[src/rtl/mem_req_arbiter.sv]
// mem_req_arbiter
//   Shares one memory port between NREQ load requesters. A combinational
//   round-robin arbiter picks one requester per cycle. Each accepted request
//   gets the lowest free transaction ID, and the arbiter records the owning
//   requester for that ID. The request is forwarded to memory one cycle later.
//   Responses can return out of order; each is routed back to the requester
//   that owns its ID, and the ID is then released.
//
// Ports
//   clk, rst_n       clock (rising edge) and asynchronous active-low reset
//   rq_val/rq_addr   per-requester request valid and address (slice i = [i*AWIDTH +: AWIDTH])
//   rq_rdy           one-hot (or zero) accept, combinational from rq_val
//   rs_val/rs_data   one-hot response strobe to the owning requester, plus data
//   mem_req_*        registered request to memory (no backpressure)
//   mem_rsp_*        response from memory, tagged with the request ID
//   out_cnt          number of IDs currently outstanding (0..2**SWIDTH)
//   err_rsp          sticky bad-response flag (MEM_ARB_RSP_CHECK_EN builds only)
//
// Build option
//   MEM_ARB_RSP_CHECK_EN : adds err_rsp. The flag sets when a response arrives
//                          for an ID that is not busy. In simulation it also
//                          sets when a request is accepted with an X address.
//                          Without this macro, bad responses are dropped silently.

module mem_req_arbiter #(
  parameter int NREQ   = 4,
  parameter int AWIDTH = 32,
  parameter int SWIDTH = 3,
  parameter int DWIDTH = 32
) (
  input  logic                     clk,
  input  logic                     rst_n,
  input  logic [NREQ-1:0]          rq_val,
  input  logic [NREQ*AWIDTH-1:0]   rq_addr,
  output logic [NREQ-1:0]          rq_rdy,
  output logic [NREQ-1:0]          rs_val,
  output logic [DWIDTH-1:0]        rs_data,
  output logic                     mem_req_val,
  output logic [AWIDTH-1:0]        mem_req_addr,
  output logic [SWIDTH-1:0]        mem_req_ID,
  input  logic                     mem_rsp_val,
  input  logic [SWIDTH-1:0]        mem_rsp_ID,
  input  logic [DWIDTH-1:0]        mem_rsp_data,
  output logic [SWIDTH:0]          out_cnt
`ifdef MEM_ARB_RSP_CHECK_EN
  ,
  output logic                     err_rsp
`endif
);

  localparam int NID = 1 << SWIDTH;
  localparam int RW  = (NREQ > 1) ? $clog2(NREQ) : 1;
  localparam logic [SWIDTH:0] NID_CNT = {1'b1, {SWIDTH{1'b0}}};
  localparam logic [SWIDTH:0] CNT_ONE = {{SWIDTH{1'b0}}, 1'b1};

  logic [NID-1:0]    busy_r;
  logic [NID-1:0]    busy_nxt_s;
  logic [RW-1:0]     owner_r [NID];
  logic [RW-1:0]     rr_r;
  logic              full_s;
  logic              hs_s;
  logic              rsp_ok_s;
  logic [NREQ-1:0]   grant_s;
  logic [RW-1:0]     gidx_s;
  logic [SWIDTH-1:0] free_id_s;
  logic [AWIDTH-1:0] gaddr_s;

  // Requester index (base + off) modulo NREQ.
  function automatic logic [RW-1:0] wrap_add(input logic [RW-1:0] base, input int off);
    int sum;
    sum = int'(base) + off;
    if (sum >= NREQ) begin
      sum = sum - NREQ;
    end
    return sum[RW-1:0];
  endfunction

  // The pool is full exactly when every ID is outstanding.
  // A free in this cycle only takes effect on out_cnt next cycle.
  assign full_s   = (out_cnt == NID_CNT);
  assign rsp_ok_s = mem_rsp_val & busy_r[mem_rsp_ID];
  assign rq_rdy   = grant_s;
  assign gaddr_s  = rq_addr[gidx_s*AWIDTH +: AWIDTH];

  // Round-robin pick: first valid requester at or after the rr pointer.
  always_comb begin
    grant_s = '0;
    gidx_s  = '0;
    hs_s    = 1'b0;
    if (!full_s) begin
      for (int i = 0; i < NREQ; i++) begin
        if (!hs_s && rq_val[wrap_add(rr_r, i)]) begin
          grant_s[wrap_add(rr_r, i)] = 1'b1;
          gidx_s                     = wrap_add(rr_r, i);
          hs_s                       = 1'b1;
        end else begin
          hs_s = hs_s;
        end
      end
    end else begin
      hs_s = 1'b0;
    end
  end

  // Lowest-index free ID. The scan runs downward, so the last hit is the lowest.
  always_comb begin
    free_id_s = '0;
    for (int k = NID - 1; k >= 0; k--) begin
      if (!busy_r[k]) begin
        free_id_s = SWIDTH'(k);
      end else begin
        free_id_s = free_id_s;
      end
    end
  end

  // Next busy vector. The allocated ID is free and the responding ID is busy,
  // so the two updates never hit the same bit.
  always_comb begin
    busy_nxt_s = busy_r;
    if (hs_s) begin
      busy_nxt_s[free_id_s] = 1'b1;
    end else begin
      busy_nxt_s = busy_nxt_s;
    end
    if (rsp_ok_s) begin
      busy_nxt_s[mem_rsp_ID] = 1'b0;
    end else begin
      busy_nxt_s = busy_nxt_s;
    end
  end

  // ID pool, owner table, rr pointer and outstanding count.
  always_ff @(posedge clk or negedge rst_n) begin
    if (!rst_n) begin
      busy_r  <= '0;
      rr_r    <= '0;
      out_cnt <= '0;
      for (int k = 0; k < NID; k++) begin
        owner_r[k] <= '0;
      end
    end else begin
      busy_r <= busy_nxt_s;
      if (hs_s) begin
        owner_r[free_id_s] <= gidx_s;
        rr_r               <= wrap_add(gidx_s, 1);
      end
      case ({hs_s, rsp_ok_s})
        2'b10:   out_cnt <= out_cnt + CNT_ONE;
        2'b01:   out_cnt <= out_cnt - CNT_ONE;
        default: out_cnt <= out_cnt;
      endcase
    end
  end

  // Registered memory request, issued one cycle after the handshake.
  always_ff @(posedge clk or negedge rst_n) begin
    if (!rst_n) begin
      mem_req_val  <= 1'b0;
      mem_req_addr <= '0;
      mem_req_ID   <= '0;
    end else begin
      mem_req_val <= hs_s;
      if (hs_s) begin
        mem_req_addr <= gaddr_s;
        mem_req_ID   <= free_id_s;
      end
    end
  end

  // Route a valid response to its owner. rs_data holds its value between responses.
  always_ff @(posedge clk or negedge rst_n) begin
    if (!rst_n) begin
      rs_val  <= '0;
      rs_data <= '0;
    end else begin
      rs_val <= '0;
      if (rsp_ok_s) begin
        rs_val[owner_r[mem_rsp_ID]] <= 1'b1;
        rs_data                     <= mem_rsp_data;
      end
    end
  end

`ifdef MEM_ARB_RSP_CHECK_EN
  logic addr_x_s;
`ifdef SYNTHESIS
  assign addr_x_s = 1'b0;
`else
  assign addr_x_s = hs_s && $isunknown(gaddr_s);
`endif

  // Sticky error flag; only rst_n clears it.
  always_ff @(posedge clk or negedge rst_n) begin
    if (!rst_n) begin
      err_rsp <= 1'b0;
    end else if ((mem_rsp_val && !busy_r[mem_rsp_ID]) || addr_x_s) begin
      err_rsp <= 1'b1;
    end
  end
`endif

endmodule
[config.mk]
export PLATFORM = sky130hd
export DESIGN_NAME = mem_req_arbiter
export DESIGN_NICKNAME = d
export VERILOG_FILES = /design/src/rtl/mem_req_arbiter.sv
export SDC_FILE = /design/constraint.sdc
export NUM_CORES = 1
export LEC_CHECK = 0
export CAP_MARGIN = 10
export CORE_UTILIZATION = 45
export CTS_CLUSTER_DIAMETER = 80
export DETAILED_ROUTE_END_ITERATION = 12
export GPL_TIMING_DRIVEN = 0
export HOLD_SLACK_MARGIN = 0.06
export MAX_ROUTING_LAYER = met4
export PLACE_DENSITY_LB_ADDON = 0.1
export RECOVER_POWER = 50
export SETUP_SLACK_MARGIN = 0.4
export SYNTH_ARGS = -nofsm -noshare
export SYNTH_HDL_FRONTEND = slang
export SYNTH_SLANG_ARGS = --single-unit
[constraint.sdc]
create_clock -name clk -period 6.5 [get_ports clk]
set_input_delay 1.3 -clock clk [delete_from_list [all_inputs] [get_ports clk]]
set_output_delay 1.3 -clock clk [all_outputs]
set_load 0.02 [all_outputs]
==> summary.txt <==
Run status
  – Run status: finished, violations left
  – Violated checks: max-capacitance violations, max-slew violations

Synthesis
  – Syn Nets: 711
  – Number of enable-type register cells in the synthesized netlist: 0
  – Cell with the most instances after synthesis: dfrtp_1
  – Share of synthesized flip-flops with an asynchronous set or reset: 1.00
  – Top cell types by occurrence after synthesis: dfrtp_1 (102), nor2_1 (56), mux2_2 (41)
  – Dominant synthesized flop cell: dfrtp_1
  – Cell count after synthesis: 530
  – Cell types with the largest area share after synthesis: dfrtp_1 (44%), mux2_2 (8.0%), mux2i_1 (5.2%)
  – Cell taking the most area after synthesis: dfrtp_1
  – Flip-flop and latch count after synthesis: 102
  – Post-Synthesis Mean Instance Area: 10.8 µm²
  – Library cells used by synthesis: 54
  – Share of Yosys cell area claimed by the top area cell type: 0.445
  – Mapped Area: 5740 µm²
  – Sequential share of the synthesized area: 0.445
  – Ys Warns: 0

Global route
  – Number of global-route vias before repair: 5509
  – Global-route wire length before repair: 27200 µm
  – Overflow after GRT: 0
  – Overall track demand over capacity in global routing: 0.274
  – Number of antenna violations at the first check in global routing: 0
  – Maximum number of pins on one net before global-route repair: 53

Route
  – DR pass1 iterations: 5
  – Antenna-violating nets left: 0
  – Detail-routed net length per standard cell: 17.8 µm
  – Initial DRC count: 328
  – Residual DRC: 0
  – Routed vias: 5453
  – Sum of routed wire length over all layers: 17100 µm
  – Vias per Instance: 5.66

Worst setup path
  – Stage delay of the slowest cell on the critical path: 0.60 ns
  – Setup crit end kind: output pin
  – Maximum fanout count along the critical path: 10
  – Cell with the biggest individual delay on the critical path: clkdlybuf4s50_1
  – Data required time at the worst endpoint: 5.20 ns
  – Kind of cell adding the most delay to the critical path: buffers and inverters
  – Crit path launch type: flop
  – Cell type with the highest occurrence count on the critical path: nor2_1
  – Number of buffers and inverters on the critical path: 4
  – Startpoint-to-endpoint class of the critical path: flop to output pin
  – Cell-by-cell trace of the critical path: buf_6, clkbuf_1, inv_1, ha_1, mux4_2, nor2b_4, a22oi_1, nor2_1, a221oi_1, nor2_1, clkdlybuf4s50_1
  – Data arrival time at the worst-slack endpoint: 3.83 ns

Finish
  – Fraction of final layout cells with drive strength greater than 1: 0.111
  – Cell area after layout: 8760 µm²
  – NumNets Final: 971
  – Util after Layout: 0.718
  – N_diodes: 0
  – Area growth syn-to-layout: 52.6%

Floorplanning
  – Die span in x: 115 µm
  – Core region area: 12200 µm²
  – Row Count: 40
  – Initial core utilization: 0.470
  – Number of top-level pins: 250
  – Chip Height: 115 µm
  – Die Area: 13200 µm²

STA
  – Tmin final: 5.13 ns
  – Fin. Hold Viols: 0
  – Slew Limit Headroom: -0.895
  – Maximum clock frequency: 195 MHz
  – Slew Limit Fails: 51
  – Count of final setup violators: 0
  – Worst clock skew on the final layout: 0.00918 ns
  – Period Utilization, post-route: 0.789
  – Unrepaired setup endpoints after global routing: false
  – Worst-margin pin slew: 2.84 ns
  – Setup_tns: 0 ns

Power
  – Power density relative to cell area: 468 nW/µm²
  – Worst-case vdd ir drop: 0.243 mV
  – P_leak: 3.66 nW

Clock tree
  – CTS root buf: clkbuf_16
  – Htree depth: 3
  – Post-CTS Setup Repair Bufs: 0
  – Max clock buf depth: 2
  – CTS-repair resized insts: 0
  – TritonCTS Sinks: 102
  – Clock buffers created by TritonCTS: 9
  – TritonCTS clock tree: yes
  – Clock latency reported for the late side of the worst-skew pair: 0.34 ns
  – Clock-pin transition on the worst setup and hold timing paths: 0.08 ns
  – Cts hold-fix bufs: 0

Hold path
  – Hold Crit Class: flop to flop

Placed design
  – GP Congestion: 0.903
  – Count of input and output buffers: 248
  – Placed Instance Area: 8460 µm²
  – Sum of net half-perimeters after detailed placement: 13400 µm

Run
  – Max cap viols: 1
## kinds of logic (layout without fill, tap and decap cells)
kind of cell,Yosys count,in the layout,synth area share
adders and majority gates,11,11,0.0240
buffers and inverters,49,314,0.0390
xor gates and xnor gates,8,8,0.0122
AOI/OAI and AO/OA,147,147,0.192
DFF,102,102,0.445
and+or+nand+nor,124,124,0.106
muxes,89,89,0.182
## tightest hold or removal path, delay by kind of cell (launching register included)
| family | cells | cell delay (ns) |
|---|---|---|
| DFF | 1 | 0.34 |
| AOI/OAI and AO/OA | 1 | 0.06 |
| and+or+nand+nor | 1 | 0.05 |
## per-layer routing
| layer | part of all wire | routed length, µm | vias up | global-route usage |
|---|---|---|---|---|
| met5 | 0 | 0 | - | - |
| met4 | 0.018 | 305 | 0 | 0.0892 |
| met3 | 0.069 | 1190 | 30 | 0.0532 |
| met2 | 0.51 | 8700 | 256 | 0.469 |
| met1 | 0.40 | 6940 | 2636 | 0.324 |
| li1 | - | - | 2531 | - |
## sequential cells by signal (all words and copies together) (netlist names)
name,count
rs_data,32
rr_r,2
mem_req_addr,32
rs_val,4
out_cnt,4
mem_req_val,1
owner_r,16
mem_req_ID,3
busy_r,8
## final cells by class
class | count | area (µm²)
Fill cell | 968 | 3450
Multi-Input combinational cell | 379 | 2970
Sequential cell | 102 | 2550
Timing Repair Buffer | 249 | 2500
Clock buffer | 10 | 239
Tap cell | 168 | 210
Buffer | 38 | 183
Clock inverter | 6 | 68.8
Inverter | 11 | 41.3
## per-stage QoR
stage	cells	hold WS [ns]	power, mW	setup slack, ns
6_report	963	0.480	4.10	1.37
5_1_grt	963	0.497	4.37	1.11
4_1_cts	963	0.488	4.13	1.44
3_5_place_dp	947	0.472	3.57	1.41
3_3_place_gp	946	0.466	3.50	0.311
2_1_floorplan	530	0.444	2.65	2.58
## path summary, 6_finish.rpt
kind / from / slack (ns) / cells past startpoint / to
worst min-delay path: mem_req_ID[1] / 0.48 / 2 / mem_req_ID[1]
worst min register to register: mem_req_ID[1] / 0.48 / 2 / mem_req_ID[1]
min in group asynchronous: rst_n / 1.85 / 1 / mem_req_addr[23]
worst max register to register: rr_r[0] / 2.67 / 11 / mem_req_addr[5]
max in group asynchronous: rst_n / 3.02 / 1 / owner_r[5]
worst max-delay path: rr_r[0] / 1.37 / 11 / rq_rdy[0]
## layout by cell type (no fill, tap or decap), types with 7 or more instances in the layout
master | Yosys | layout
a211oi_1 | 25 | 25
a21o_1 | 9 | 9
a21oi_1 | 13 | 13
a221oi_1 | 34 | 34
a22oi_1 | 7 | 7
and2_1 | 20 | 20
buf_2 | 8 | 8
clkbuf_1 | 24 | 25
clkbuf_16 | 0 | 9
clkdlybuf4s50_1 | 0 | 207
dfrtp_1 | 102 | 102
dlygate4sd3_1 | 0 | 40
ha_1 | 11 | 11
inv_1 | 10 | 10
mux2_1 | 8 | 8
mux2_2 | 41 | 41
mux2i_1 | 30 | 30
nand2_1 | 16 | 16
nor2_1 | 56 | 56
o21ai_0 | 14 | 14
o22ai_1 | 13 | 13
o32ai_1 | 12 | 12
## power by group
group / internal (mW) / total, mW / switching [mW]
Clock: 0.313 / 0.560 / 0.247
Sequential: 0.885 / 1.04 / 0.159
Combinational: 1.14 / 2.50 / 1.35
No activity file was read; power rests on OpenSTA's default activity.
